**config.mk**
```make
export PLATFORM = sky130hd
export DESIGN_NAME = pc_fetch_unit
export DESIGN_NICKNAME = d
export VERILOG_FILES = /design/src/rtl/pc_fetch_unit.sv
export SDC_FILE = /design/constraint.sdc
export NUM_CORES = 1
export LEC_CHECK = 0
export BUFFER_PORTS_ARGS = -buffer_cell sky130_fd_sc_hd__buf_2
export CORE_UTILIZATION = 40
export CTS_CLUSTER_DIAMETER = 30
export DETAILED_ROUTE_END_ITERATION = 8
export HOLD_SLACK_MARGIN = 0.06
export PLACE_DENSITY = 0.73
export SLEW_MARGIN = 20
export SYNTH_ARGS = -nofsm -noshare
export SYNTH_HDL_FRONTEND = slang
export SYNTH_SLANG_ARGS = --single-unit
export TNS_END_PERCENT = 50
```
**constraint.sdc**
```tcl
create_clock -name clk -period 3.6 [get_ports clk]
set_input_delay 0.36 -clock clk [delete_from_list [all_inputs] [get_ports clk]]
set_output_delay 0.36 -clock clk [all_outputs]
set_load 0.005 [all_outputs]
```
**src/rtl/pc_fetch_unit.sv**
```systemverilog
// Fetch stage: owns the PC, runs the instruction-memory read handshake and presents
// pc / pc+4 / instruction with a busywait to the IF pipeline register.
module pc_fetch_unit #(
    parameter logic [31:0] RESET_VECTOR = 32'h0000_0000
) (
    input  logic        clk,
    input  logic        reset,
    input  logic        branch_jump_signal,
    input  logic [31:0] branch_target,
    input  logic        hold,
    input  logic        imem_busywait,
    input  logic [31:0] imem_readdata,
    output logic        imem_read,
    output logic [31:0] imem_address,
    output logic [31:0] pc_out,
    output logic [31:0] pc_4_out,
    output logic [31:0] instruction_out,
    output logic        busywait
);

    localparam int unsigned XLEN = 32;

    localparam logic [1:0] ST_REQ   = 2'd0;
    localparam logic [1:0] ST_HELD  = 2'd1;
    localparam logic [1:0] ST_DRAIN = 2'd2;

    logic [1:0]      state, state_nxt;
    logic [XLEN-1:0] pc, pc_nxt;
    logic [XLEN-1:0] hold_buf, hold_buf_nxt;
    logic [XLEN-1:0] redirect_pc, redirect_pc_nxt;
    logic [XLEN-1:0] target;
    logic [XLEN-1:0] pc_plus4;
    logic            unused_target_lsbs;

    assign target             = {branch_target[XLEN-1:2], 2'b00};
    assign pc_plus4           = pc + XLEN'(4);
    assign unused_target_lsbs = ^branch_target[1:0];

    // State and datapath registers
    always_ff @(posedge clk or negedge reset) begin
        if (!reset) begin
            state       <= ST_REQ;
            pc          <= RESET_VECTOR;
            hold_buf    <= '0;
            redirect_pc <= '0;
        end else begin
            state       <= state_nxt;
            pc          <= pc_nxt;
            hold_buf    <= hold_buf_nxt;
            redirect_pc <= redirect_pc_nxt;
        end
    end

    // Next-state: redirect beats hold beats sequential advance
    always_comb begin
        state_nxt       = state;
        pc_nxt          = pc;
        hold_buf_nxt    = hold_buf;
        redirect_pc_nxt = redirect_pc;
        case (state)
            ST_REQ: begin
                if (branch_jump_signal) begin
                    if (imem_busywait) begin
                        redirect_pc_nxt = target;
                        state_nxt       = ST_DRAIN;
                    end else begin
                        pc_nxt = target;
                    end
                end else if (!imem_busywait) begin
                    if (hold) begin
                        hold_buf_nxt = imem_readdata;
                        state_nxt    = ST_HELD;
                    end else begin
                        pc_nxt = pc_plus4;
                    end
                end
            end
            ST_HELD: begin
                if (branch_jump_signal) begin
                    pc_nxt    = target;
                    state_nxt = ST_REQ;
                end else if (!hold) begin
                    pc_nxt    = pc_plus4;
                    state_nxt = ST_REQ;
                end
            end
            ST_DRAIN: begin
                // The in-flight access cannot be aborted; the newest target wins.
                if (branch_jump_signal) begin
                    redirect_pc_nxt = target;
                end
                if (!imem_busywait) begin
                    pc_nxt    = branch_jump_signal ? target : redirect_pc;
                    state_nxt = ST_REQ;
                end
            end
            default: begin
                state_nxt = ST_REQ;
            end
        endcase
    end

    // Handshake and presentation outputs; busywait depends only on state and imem_busywait
    always_comb begin
        imem_read       = 1'b0;
        busywait        = 1'b1;
        instruction_out = '0;
        if (reset) begin
            case (state)
                ST_REQ: begin
                    imem_read = 1'b1;
                    busywait  = imem_busywait;
                    if (!imem_busywait) begin
                        instruction_out = imem_readdata;
                    end
                end
                ST_HELD: begin
                    busywait        = 1'b0;
                    instruction_out = hold_buf;
                end
                ST_DRAIN: begin
                    imem_read = 1'b1;
                end
                default: begin
                    imem_read = 1'b0;
                end
            endcase
        end
    end

    assign imem_address = pc;
    assign pc_out       = pc;
    assign pc_4_out     = pc_plus4;

endmodule

```
==> flow_summary_export.csv <==
group,metric,value,unit
status,status,"finished, final reports clean",
floorplan,die_w,124,microns
global_route,grt-busiest-layer,"met2",
cells_and_area,n_fill_cell,1422,
worst_hold_path,hold_class,"input pin to asynchronous set/reset pin",
synth,netlist_area,0.00600,sq mm
drt,vias_per_cell,5.68,
synth,synth_cells,625,
critical_path,crit_required,3.24,ns
synth,yosysWarnings,0,
timing,rsz0062_at_grt,"no",
cells_and_area,final_common_cell,"buf_2",
drt,wire_per_inst,17.6,microns
clock_network,cts_hold_buffers,0,
clock_network,clk_latency,0.35,ns
timing,setup_tns,0,ns
timing,drv_slew,0,
clock_network,cts_resized,0,
critical_path,critical_path_class,"register to output pin",
floorplan,row_count,44,
pwr,p_leak,3.31,nW
synth,async_flop_share,1.00,
synth,syn_avg_cell_area,9.60,sq um
placement,place_hpwl,12000,microns
synth,yosys_register_bits,98,
global_route,antenna_found_initial,1,
timing,hold_violations,0,
clock_network,cts_tree,"built",
floorplan,coreArea,0.0146,sq mm
global_route,grt_pass1_vias,5112,
critical_path,startpoint_type,"register",
drt,dr.pass1.iters,5,
clock_network,h-tree-depth,3,
synth,ys_seq_area_frac,0.409,
global_route,grt_max_degree,59,
drt,drt_iter0_drc,375,
timing,worst_pin_slew,0.924,ns
cells_and_area,drive_gt1_frac,0.389,
timing,holdWs,0.214,ns
timing,setup_viol,0,
timing,fin_skew,0.00613,ns
clock_network,root_buffer,"clkbuf_16",
global_route,grt_use_total,0.219,
placement,gp_congestion,0.823,
drt,drt-total-wl,16900,microns
placement,port_buffers,196,
clock_network,post_cts_buffers,0,
clock_network,clock-sinks,98,
critical_path,path_cells,"ha_1 -> nand3_1 -> or4_1 -> buf_4 -> or3_1 -> xnor2_1 -> buf_2",
cells_and_area,post-route-util,0.492,
critical_path,r2r_slack,1.12,ns
critical_path,endpoint_kind,"output pin",
cells_and_area,nNetsFinal,838,
synth,synth_ff_type,"dfrtp_1",
global_route,grt_pass1_wl,27200,microns
timing,max_freq,323,MHz
clock_network,cts_buffer_depth,2,
drt,post-route-drc-count,0,
pwr,p_total,0.00347,W
pwr,ir_drop,0.243,mV
global_route,grt_use_met1,0.296,
clock_network,cts_buffers,9,
critical_path,slowest_stage,"or4_1",
cells_and_area,most-common-layout-cells,"buf_2, dfrtp_1, mux2_2",
floorplan,start_util,0.411,
clock_network,clk_pin_slew,0.07,ns
floorplan,dieArea,0.0155,sq mm
critical_path,worstPathMaxFanout,14,
timing,post-route-min-period,3.09,ns
run,cap_violations,0,
floorplan,die_h,124,microns
global_route,use_met2,0.350,
drt,postRouteAntennaNets,0,
critical_path,cp.arrival,2.73,ns
pwr,power.density,483,mW/mm^2
cells_and_area,syn_to_final_growth,19.7,%
synth,yosysUniqueCellTypes,56,
global_route,gr-total-overflow,0,
critical_path,slowest_delay,0.55,ns
floorplan,ios,199,
timing,period_share,0.859,
synth,synth_edf_count,0,
synth,syn_nets,695,
timing,slew_headroom,0.384,
drt,vias,5439,
global_route,grtUsageMet3,0.0477,
layer usage:
metal,up-vias,part of all wire
li1,2539,-
met1,2670,0.45
met2,213,0.47
met3,17,0.064
met4,0,0.015
met5,-,0
worst max-delay path: cells and delay by family, from the launching register on:
kind	cells	cell delay, ns
DFF	1	0.45
xor gates and xnor gates	1	0.15
and+or+nand+nor	3	1.16
buffers and inverters	2	0.33
adders and majority gates	1	0.29
state kept, by name, indices dropped and copies added, names as in the netlist:
| register | cells |
|---|---|
| hold_buf | 32 |
| imem_address | 32 |
| redirect_pc | 32 |
| state | 2 |
logic make-up after synthesis:
group           synth area share
xor+xnor                  0.0365
compound gates             0.138
simple gates               0.179
fa+ha+maj                0.00209
flops                      0.409
mux                        0.152
buf+inv                   0.0838
through the flow:
| step | cell area, sq um | instances | setup WS (ns) |
|---|---|---|---|
| 2_1_floorplan | 6000 | 625 | 1.32 |
| 3_3_place_gp | 6910 | 941 | 0.917 |
| 3_5_place_dp | 6910 | 941 | 0.899 |
| 4_1_cts | 7180 | 956 | 0.510 |
| 5_1_grt | 7180 | 957 | 0.361 |
| 6_report | 7180 | 957 | 0.507 |
synth_stat cells (6+ instances only):
| cell | instances | area (sq um) |
|---|---|---|
| o211ai_1 | 13 | 97.6 |
| dfrtp_1 | 98 | 2450 |
| a31oi_1 | 6 | 37.5 |
| nand2b_1 | 8 | 50.1 |
| inv_1 | 11 | 41.3 |
| buf_4 | 34 | 255 |
| a22oi_1 | 32 | 240 |
| or3_1 | 12 | 75.1 |
| a21oi_1 | 12 | 60.1 |
| o21ai_0 | 20 | 100 |
| nand3_1 | 23 | 115 |
| a221oi_1 | 10 | 87.6 |
| nor2b_1 | 6 | 37.5 |
| mux2i_1 | 19 | 190 |
| nor2_1 | 57 | 214 |
| xor2_1 | 9 | 78.8 |
| or4_1 | 8 | 60.1 |
| nand4_1 | 11 | 68.8 |
| clkbuf_1 | 31 | 116 |
| nand2_1 | 34 | 128 |
| buf_2 | 9 | 45.0 |
| xnor2_1 | 16 | 140 |
| nor4_1 | 16 | 100 |
| mux2_2 | 64 | 721 |
| buf_1 | 8 | 30.0 |
| nor3_1 | 9 | 45.0 |
where the power goes:
| group | switching (W) | internal (W) | leakage [nW] |
|---|---|---|---|
| combinational | 0.000455 | 0.000502 | 2.01 |
| clock | 0.000434 | 0.000485 | 0.128 |
| sequential | 0.000264 | 0.00132 | 1.18 |
path summary, 6_finish.rpt:
check,from,end,cells after the start
max,imem_address[2],pc_4_out[24],7
min,reset,state[0],2
max reg2reg,state[0],imem_address[19],4
min reg2reg,redirect_pc[1],redirect_pc[1],1
max in group asynchronous,reset,hold_buf[16],3
min in group clk,imem_readdata[12],hold_buf[12],2
final cells by class:
cell class | count | area, sq um | share of cell area
Clock buffer | 11 | 243 | 0.0338
Antenna cell | 1 | 2.50 | 0.000348
Multi-Input combinational cell | 432 | 3050 | 0.425
Tap cell | 184 | 230 | 0.0321
Timing Repair Buffer | 215 | 1130 | 0.157
Inverter | 12 | 45.0 | 0.00627
Clock inverter | 4 | 28.8 | 0.00401
Sequential cell | 98 | 2450 | 0.342
Power figures use the tool's default switching activity.
